`src/rtl/tpu_bank_req_issuer.sv`:
```
// tpu_bank_req_issuer: requestor-side queue in front of one TPU bank arbiter slot.
// Buffers client requests and presents the head entry on the arbiter request lines.
// The head entry is held stable until it is granted.
// A head entry that waits too long without a grant is escalated to priority 2'b11.
// Completion tags and wait statistics are reported.
// Optional build feature: define TPU_BANK_REQ_TIMEOUT_EN to enable the sticky
// timeout_err flag. Without that macro, timeout_err is tied to 0.
//
// Handshake rules:
//   client side : a request transfers on a rising clk edge when in_valid && in_ready.
//                 in_ready depends only on occupancy, never on a same-cycle pop.
//   arbiter side: the head entry is presented while req_valid=1 and is held
//                 unchanged until it is granted. A grant is accepted only when
//                 req_valid && grant.
//                 grant is ignored while req_valid=0.
//
// The FSM state is held in the signal 'state' (IDLE=0, ISSUE=1, AGED=2).
module tpu_bank_req_issuer #(
    parameter int DEPTH      = 4,
    parameter int ADDR_WIDTH = 16,
    parameter int TAG_WIDTH  = 4,
    parameter int AGE_THRESH = 8,
    parameter int TIMEOUT    = 256
) (
    input  logic                         clk,
    input  logic                         rst_n,
    input  logic                         in_valid,
    output logic                         in_ready,
    input  logic [ADDR_WIDTH-1:0]        in_addr,
    input  logic                         in_write,
    input  logic [1:0]                   in_priority,
    input  logic [TAG_WIDTH-1:0]         in_tag,
    output logic                         req_valid,
    output logic [ADDR_WIDTH-1:0]        req_addr,
    output logic                         req_write,
    output logic [1:0]                   req_priority,
    input  logic                         grant,
    input  logic                         stall,
    output logic                         done_valid,
    output logic [TAG_WIDTH-1:0]         done_tag,
    output logic                         done_write,
    input  logic                         flush,
    input  logic                         clear_counters,
    output logic [$clog2(DEPTH+1)-1:0]   fifo_count,
    output logic [31:0]                  total_grants,
    output logic [31:0]                  total_wait_cycles,
    output logic [15:0]                  max_wait,
    output logic                         timeout_err
);

    localparam int PTR_W = $clog2(DEPTH);
    localparam int CNT_W = $clog2(DEPTH+1);

    typedef enum logic [1:0] {
        IDLE  = 2'd0,
        ISSUE = 2'd1,
        AGED  = 2'd2
    } state_t;

    state_t state;
    state_t state_next;

    logic [ADDR_WIDTH-1:0] mem_addr  [DEPTH];
    logic                  mem_write [DEPTH];
    logic [1:0]            mem_prio  [DEPTH];
    logic [TAG_WIDTH-1:0]  mem_tag   [DEPTH];

    logic [PTR_W-1:0] wr_ptr;
    logic [PTR_W-1:0] rd_ptr;
    logic [CNT_W-1:0] count_q;
    logic [CNT_W-1:0] count_next;
    logic [15:0]      wait_cnt;

    logic empty;
    logic push;
    logic pop;

    // stall is informational only; the wait counter already captures ungranted cycles
    logic unused_stall;
    assign unused_stall = &{1'b0, stall};

    assign empty      = (count_q == '0);
    assign in_ready   = (count_q != CNT_W'(DEPTH));
    assign fifo_count = count_q;

    // Flush wins over a same-cycle push; a grant with no valid request is ignored
    assign push = in_valid && in_ready && !flush;
    assign pop  = req_valid && grant;

    // Head entry drives the arbiter lines; all zero while the queue is empty
    always_comb begin
        req_valid    = !empty;
        req_addr     = '0;
        req_write    = 1'b0;
        req_priority = 2'b00;
        if (!empty) begin
            req_addr     = mem_addr[rd_ptr];
            req_write    = mem_write[rd_ptr];
            req_priority = (state == AGED) ? 2'b11 : mem_prio[rd_ptr];
        end
    end

    // Queue storage: payload only, no reset needed since occupancy gates its use
    always_ff @(posedge clk) begin
        if (push) begin
            mem_addr[wr_ptr]  <= in_addr;
            mem_write[wr_ptr] <= in_write;
            mem_prio[wr_ptr]  <= in_priority;
            mem_tag[wr_ptr]   <= in_tag;
        end
    end

    // Occupancy after this cycle's push/pop/flush
    always_comb begin
        count_next = count_q;
        if (flush) begin
            count_next = '0;
        end else begin
            case ({push, pop})
                2'b10:   count_next = count_q + CNT_W'(1);
                2'b01:   count_next = count_q - CNT_W'(1);
                default: count_next = count_q;
            endcase
        end
    end

    // Pointers and occupancy; pointers wrap naturally since DEPTH is a power of 2
    always_ff @(posedge clk or negedge rst_n) begin
        if (!rst_n) begin
            wr_ptr  <= '0;
            rd_ptr  <= '0;
            count_q <= '0;
        end else begin
            count_q <= count_next;
            if (flush) begin
                wr_ptr <= '0;
                rd_ptr <= '0;
            end else begin
                if (push) wr_ptr <= wr_ptr + PTR_W'(1);
                if (pop)  rd_ptr <= rd_ptr + PTR_W'(1);
            end
        end
    end

    // FSM state register
    always_ff @(posedge clk or negedge rst_n) begin
        if (!rst_n) state <= IDLE;
        else        state <= state_next;
    end

    // FSM next state: escalate after AGE_THRESH ungranted cycles, fall back on grant
    always_comb begin
        state_next = state;
        case (state)
            IDLE: begin
                if (count_next != '0) state_next = ISSUE;
            end
            ISSUE: begin
                if (pop)
                    state_next = (count_next != '0) ? ISSUE : IDLE;
                else if (wait_cnt >= 16'(AGE_THRESH - 1))
                    state_next = AGED;
            end
            AGED: begin
                if (pop) state_next = (count_next != '0) ? ISSUE : IDLE;
            end
            default: state_next = IDLE;
        endcase
        if (flush) state_next = IDLE;
    end

    // Ungranted-cycle counter for the current head entry, saturating
    always_ff @(posedge clk or negedge rst_n) begin
        if (!rst_n) begin
            wait_cnt <= '0;
        end else if (flush || pop) begin
            wait_cnt <= '0;
        end else if (req_valid && wait_cnt != 16'hFFFF) begin
            wait_cnt <= wait_cnt + 16'd1;
        end
    end

    // Completion pulse one cycle after each grant, flush included
    always_ff @(posedge clk or negedge rst_n) begin
        if (!rst_n) begin
            done_valid <= 1'b0;
            done_tag   <= '0;
            done_write <= 1'b0;
        end else begin
            done_valid <= pop;
            if (pop) begin
                done_tag   <= mem_tag[rd_ptr];
                done_write <= mem_write[rd_ptr];
            end
        end
    end

    // Statistics; clear takes priority over same-cycle updates, flush has no effect
    always_ff @(posedge clk or negedge rst_n) begin
        if (!rst_n) begin
            total_grants      <= '0;
            total_wait_cycles <= '0;
            max_wait          <= '0;
        end else if (clear_counters) begin
            total_grants      <= '0;
            total_wait_cycles <= '0;
            max_wait          <= '0;
        end else begin
            if (pop) begin
                total_grants <= total_grants + 32'd1;
                if (wait_cnt > max_wait) max_wait <= wait_cnt;
            end
            if (req_valid && !grant) total_wait_cycles <= total_wait_cycles + 32'd1;
        end
    end

`ifdef TPU_BANK_REQ_TIMEOUT_EN
    // Sticky timeout once the head has gone TIMEOUT cycles without a grant
    always_ff @(posedge clk or negedge rst_n) begin
        if (!rst_n) begin
            timeout_err <= 1'b0;
        end else if (clear_counters) begin
            timeout_err <= 1'b0;
        end else if (req_valid && !grant && wait_cnt >= 16'(TIMEOUT - 1)) begin
            timeout_err <= 1'b1;
        end
    end
`else
    // Timeout detection not built; TIMEOUT kept so both builds share one parameter list
    logic unused_timeout;
    assign unused_timeout = (TIMEOUT < 0);
    assign timeout_err    = 1'b0;
`endif

endmodule

```
`config.mk`:
```
export PLATFORM = sky130hd
export DESIGN_NAME = tpu_bank_req_issuer
export DESIGN_NICKNAME = d
export VERILOG_FILES = /design/src/rtl/tpu_bank_req_issuer.sv
export SDC_FILE = /design/constraint.sdc
export NUM_CORES = 1
export LEC_CHECK = 0
export ABC_AREA = 1
export BUFFER_PORTS_ARGS = -buffer_cell sky130_fd_sc_hd__buf_2
export CAP_MARGIN = 5
export CORE_MARGIN = 2
export CORE_UTILIZATION = 35
export CTS_CLUSTER_DIAMETER = 200
export DETAILED_ROUTE_END_ITERATION = 16
export GPL_ROUTABILITY_DRIVEN = 0
export MAX_ROUTING_LAYER = met4
export PLACE_DENSITY_LB_ADDON = 0.08
export SYNTH_ARGS = -nofsm -noshare
export SYNTH_HDL_FRONTEND = slang
export SYNTH_SLANG_ARGS = --single-unit
```
`constraint.sdc`:
```
create_clock -name clk -period 2.66 [get_ports clk]
set_input_delay 0.798 -clock clk [delete_from_list [all_inputs] [get_ports clk]]
set_output_delay 0.798 -clock clk [all_outputs]
set_load 0.02 [all_outputs]
```
## Word level (Yosys, flattened, before mapping)

Memories as Yosys holds them, arrays and structs flattened. A register that Yosys moved wholly into a read port is not among the register bits.
Index checks and enable logic that the tools add are counted.

- Divide/modulo/power cells: 0
- Bitwise operators: 0
- Multiplexer cells: 28
- Order comparisons: 2
- $add $sub $neg: 7
- Reductions and logical operators: 21
- Equality and inequality tests: 9
- Multipliers: 0
- Shift-type cells: 0

Operators with widths:

| cell | number |
|---|---|
| 2-to-1 mux 32 bit | 4 |
| 2-to-1 mux 16 bit | 6 |
| adder 32 x 1 -> 32 bit, second input constant | 2 |
| 2-to-1 mux 2 bit | 11 |
| adder 16 x 1 -> 16 bit, second input constant | 1 |
| greater-or-equal comparator 16 x 3 -> 1 bit, second input constant | 1 |
| > comparator 16 bit | 1 |
| != test 16 bit, second input constant | 1 |
| nonzero test 2 bit | 6 |
| != test 3 bit, second input constant | 3 |
| one-hot mux 2 bit (3 select lines) | 1 |
| one-hot mux 3 bit (2 select lines) | 1 |
| logical AND 1 bit | 5 |
| adder 2 x 1 -> 2 bit, second input constant | 2 |
| equality test 2 x 1 -> 1 bit, second input constant | 2 |
| equality test 2 bit, second input constant | 2 |
| logical NOT 1 bit | 4 |
| 2-to-1 mux 1 bit | 4 |
| != test 4 bit, second input constant | 1 |
| adder 3 x 1 -> 3 bit, second input constant | 1 |
| logical NOT 3 bit | 1 |
| 2-to-1 mux 3 bit | 1 |
| AND reduction 3 bit | 1 |
| nonzero test 3 bit | 1 |
| other kinds (4) | 4 |

- Output and inout bits: 111
- Memory bits (read-only): 0
- Bits in registers: 107
- Memory bits (writable): 92
- Bits in latches: 0
- Memories: 4
- Logic and storage cells: 81

Memories:

| memory | words | bits a word | rd ports | clocked after memory_dff | write ports | RTL line | text |
|---|---|---|---|---|---|---|---|
| mem_addr | 4 | 16 | 1 | 0 | 1 | 63 | `logic [ADDR_WIDTH-1:0] mem_addr [DEPTH];` |
| mem_tag | 4 | 4 | 1 | 1 | 1 | 66 | `logic [TAG_WIDTH-1:0] mem_tag [DEPTH];` |
| mem_prio | 4 | 2 | 1 | 0 | 1 | 65 | `logic [1:0] mem_prio [DEPTH];` |
| mem_write | 4 | 1 | 1 | 0 | 1 | 64 | `logic mem_write [DEPTH];` |

## Depth between registers and ports, before layout

- Word-level depth: 11
- Gate-level depth with buffers: 16

## Least setup slack after synthesis

Ideal clock, no wire load.

- Kind: register to register
- Start point: register count_q[0] (netlist: fifo_count[0])
- End point: memory mem_addr[0][0] (enable)
- Library setup time: 0.403 ns
- Cell stages (with the launch flop): 7
- Clock period less this slack: 2.614 ns
- Arrival: 2.211 ns
- Path buffers: 0
- Path slack: 0.046 ns
- Cell sequence: dfrtp_1 -> inv_2 -> nand3_1 -> nand2_1 -> nor2_1 -> inv_1 -> nor2_1

- Cells in the longest elaborated chain, start to end: 5

Ends and longest elaborated chain:

| what | RTL line | text |
|---|---|---|
| start: declaration | 70 | `logic [CNT_W-1:0] count_q;` |
| start signal: assignment | 134 | `count_q <= count_next;` |
| != test 3 bit | 83 | `assign in_ready = (count_q != CNT_W'(DEPTH));` |
| via in_ready | 28 | `output logic in_ready,` |
| logical AND 1 bit (2 in series) | 87 | `assign push = in_valid && in_ready && !flush;` |
| 2-to-1 mux 1 bit | 105 | `if (push) begin` |
| 2-to-1 mux 1 bit (implied by the code) | 106 | `mem_addr[wr_ptr] <= in_addr;` |
| end: declaration | 63 |  |

The timed path passes the listed nets, and every way through them passes these cells.

## Worst setup path after layout

- Start point: register rd_ptr[0]
- End point: output port req_addr[15]

- Cells in the longest elaborated chain, start to end: 2

Ends and longest elaborated chain:

| what | RTL line | text |
|---|---|---|
| start: declaration | 69 | `logic [PTR_W-1:0] rd_ptr;` |
| start signal: assignment | 140 | `if (pop) rd_ptr <= rd_ptr + PTR_W'(1);` |
| memory read (4 x 16 bit) | - |  |
| 2-to-1 mux 16 bit | 96 | `if (!empty) begin` |
| end: declaration | 34 | `output logic [ADDR_WIDTH-1:0] req_addr,` |

No other way between the ends.

==> impl_metrics.tcl <==
set metrics [dict create \
    antenna_found_initial 1 \
    top_level_ports 141 \
    avgViaCountPerCell 4.86 \
    clk_latency_ns 0.52 \
    syn_area_mm2 0.0106 \
    area_delta_synth_final_pct 24.4 \
    hpwl_um 19500 \
    detail_route.first_pass.iterations 9 \
    cts_root_buffer "clkbuf_16" \
    power_density_mw_per_mm2 790 \
    drc 0 \
    cts.sink_count 203 \
    min_period_over_period 0.975 \
    grt_max_degree 112 \
    yosysWarnings 0 \
    drv_cap 0 \
    use_met1 0.264 \
    setup_viol 0 \
    fin_util 0.443 \
    critPathMaxFanout 5 \
    clk_path_buf_depth 3 \
    path_clk_slew_ns 0.06 \
    grt.met3_usage 0.0281 \
    async_flop_share 0.547 \
    synthDistinctLibCells 48 \
    cp.required_ns 1.86 \
    std_cell_rows 63 \
    grt_pass1_wl_um 46400 \
    seqCellArea_mm2 0.00554 \
    ant_nets 0 \
    start_kind "register" \
    overflow 0 \
    drive_gt1_frac 0.201 \
    die_w_um 178 \
    grt.met2_usage 0.294 \
    drt-initial-drc-count 529 \
    dieArea_mm2 0.0316 \
    coreArea_mm2 0.0297 \
    dpl.cell_count 1776 \
    hold_buffers 0 \
    dieHeight_um 178 \
    slew_violations 0 \
    peakVddDrop_mv 0.557 \
    critPathKind "reg2out" \
    synth.ff_latch_count 203 \
    grt-busiest-layer "met2" \
    pre_cts_ws_ns 0.0383 \
    ys.flop_type "dfrtp_1" \
    setup_ws_ns 0.0662 \
    io_buffers 138 \
    fin_skew_ns 0.0121 \
    total_power_w 0.0104 \
    syn-num-nets 1308 \
    worst_setup_path_end_kind "output pin" \
    grt_pass1_vias 8552 \
    fmax_mhz 386 \
    outcome "complete, no violations" \
    placed_cell_area_mm2 0.0119 \
    cp_data_arrival_time_ns 1.80 \
    vias 8936 \
    p_leak_nw 5.82 \
    final_cells 1838 \
    ys_seq_area_frac 0.523 \
    h-tree-depth 1 \
    hp-class "in2async" \
    worst_slew_pin_slew_ns 0.673 \
    reg2reg_setup_slack_ns 0.34 \
    report.final.hold_viol_count 0 \
    syn-instance-count 1253 \
    reg2regPathDepth 15 \
    syn_avg_cell_area_um2 8.45 \
    drt-wirelength-per-cell_um 15.9 \
    groute.usage.overall 0.191 \
    rsz0062_at_grt "yes" \
    fin_crit_ns 2.59 \
    final_cell_area_mm2 0.0132 \
    fillers 2929 \
    slew_headroom 0.551 \
    synth_edf_count 92 \
    nets 1482 \
    cts-buffers-inserted 26 \
    multi_input_area_mm2 0.00436 \
    initial_core_util 0.356 \
    wirelength_um 29200 \
    cts_tree "done" \
]
==> area by class of cell <==
class	count	share of cell area
Sequential cell	203	0.421
Multi-Input combinational cell	875	0.332
Timing Repair Buffer	182	0.0988
Clock buffer	31	0.0525
Inverter	139	0.0410
Tap cell	390	0.0371
Clock inverter	17	0.0179
Antenna cell	1	0.000190
==> power by group <==
| group | internal, W | switching, W | leakage [nW] |
|---|---|---|---|
| Clock | 0.00242 | 0.00135 | 0.448 |
| Sequential | 0.00348 | 0.000151 | 2.36 |
| Combinational | 0.00103 | 0.00196 | 3.01 |
==> layout by cell type, fill, tap and decap left out, drive strengths merged, types with 3 or more instances in the layout <==
master,count
nor3,37
inv,136
nand3,77
a21oi,51
bufinv,6
nand4,47
edfxtp,92
nor2,226
a31oi,7
ha,24
xor2,9
buf,177
o21bai,3
nand2,286
dfrtp,111
clkbuf,36
clkinv,12
o21ai,90
==> Yosys cell counts (2+ instances only) <==
cell,count,area [um2]
and2_1,2,12.5
buf_6,3,33.8
and3_1,2,12.5
nor2_2,7,43.8
o31ai_1,2,15.0
inv_2,8,30.0
a31oi_1,7,43.8
nand4_1,47,294
nor2_8,2,40.0
o21bai_1,3,22.5
ha_1,24,300
o21ai_0,80,400
buf_2,10,50.1
clkbuf_1,17,63.8
nand3_1,66,330
xor2_1,9,78.8
nand2_1,271,1020
buf_1,4,15.0
nor2_1,213,800
buf_4,2,15.0
dfrtp_1,111,2780
nor2_4,4,45.0
nor3_1,35,175
edfxtp_1,92,2760
nand2_2,7,43.8
o21ai_1,10,50.1
nand3_2,10,100
a21oi_1,51,255
nand2_4,7,78.8
o221ai_1,2,17.5
inv_1,128,480
==> registers in the layout, summed over array words and instances, names as in the netlist, 3 cells and up <==
register	count
done_tag	4
mem_prio	8
total_grants	32
mem_tag	16
total_wait_cycles	32
fifo_count	3
mem_write	4
mem_addr	64
wait_cnt	16
max_wait	16
==> through the flow <==
step	hold slack, ns	setup TNS [ns]
floorplan	0.502	0
global placement	0.508	0
detailed placement	0.516	0
CTS	0.395	-0.00825
global route	0.406	-0.0339
finish	0.347	0
==> logic make-up (layout without fill, tap and decap cells) <==
| group | Yosys count | count (layout) | synth area share |
|---|---|---|---|
| AOI/OAI and AO/OA | 160 | 160 | 0.0800 |
| xor gates and xnor gates | 10 | 10 | 0.00828 |
| adders and majority gates | 25 | 25 | 0.0303 |
| buffers and inverters | 175 | 369 | 0.0670 |
| DFF | 203 | 203 | 0.523 |
| other | 1 | 2 | 0.000354 |
| and+or+nand+nor | 679 | 679 | 0.291 |
==> critical path: stages (launching register included) <==
cell and delay [ns]:
dfrtp_2 0.46, buf_6 0.14, clkbuf_16 0.14, nor2_1 0.04
nor2_1 0.07, o21ai_0 0.08, a21oi_1 0.17, buf_4 0.17
==> worst paths after layout <==
check	startpoint	to
min in group clk	in_addr[15]	mem_addr[0][15]
max in group asynchronous	rst_n	rd_ptr[1]
setup reg to reg	fifo_count[2]	state[0]
hold reg to reg	max_wait[9]	max_wait[9]
setup / recovery	rd_ptr[0]	req_addr[15]
hold / removal	rst_n	total_grants[23]
==> repair_timing <==
action / CTS / global route
pin swaps: 0 / 6
endpoints found under the setup margin: 8 / 18
setup buffers: 0 / 6
cloned: 1 / 6
resized for setup: 5 / 49
==> routing by layer <==
metal	wire length (um)	vias up	share of wire
met5	0	-	0
met4	493	0	0.017
met3	1360	42	0.047
met2	13200	187	0.45
met1	14100	4192	0.48
li1	-	4515	-
Power figures use the tool's default switching activity.
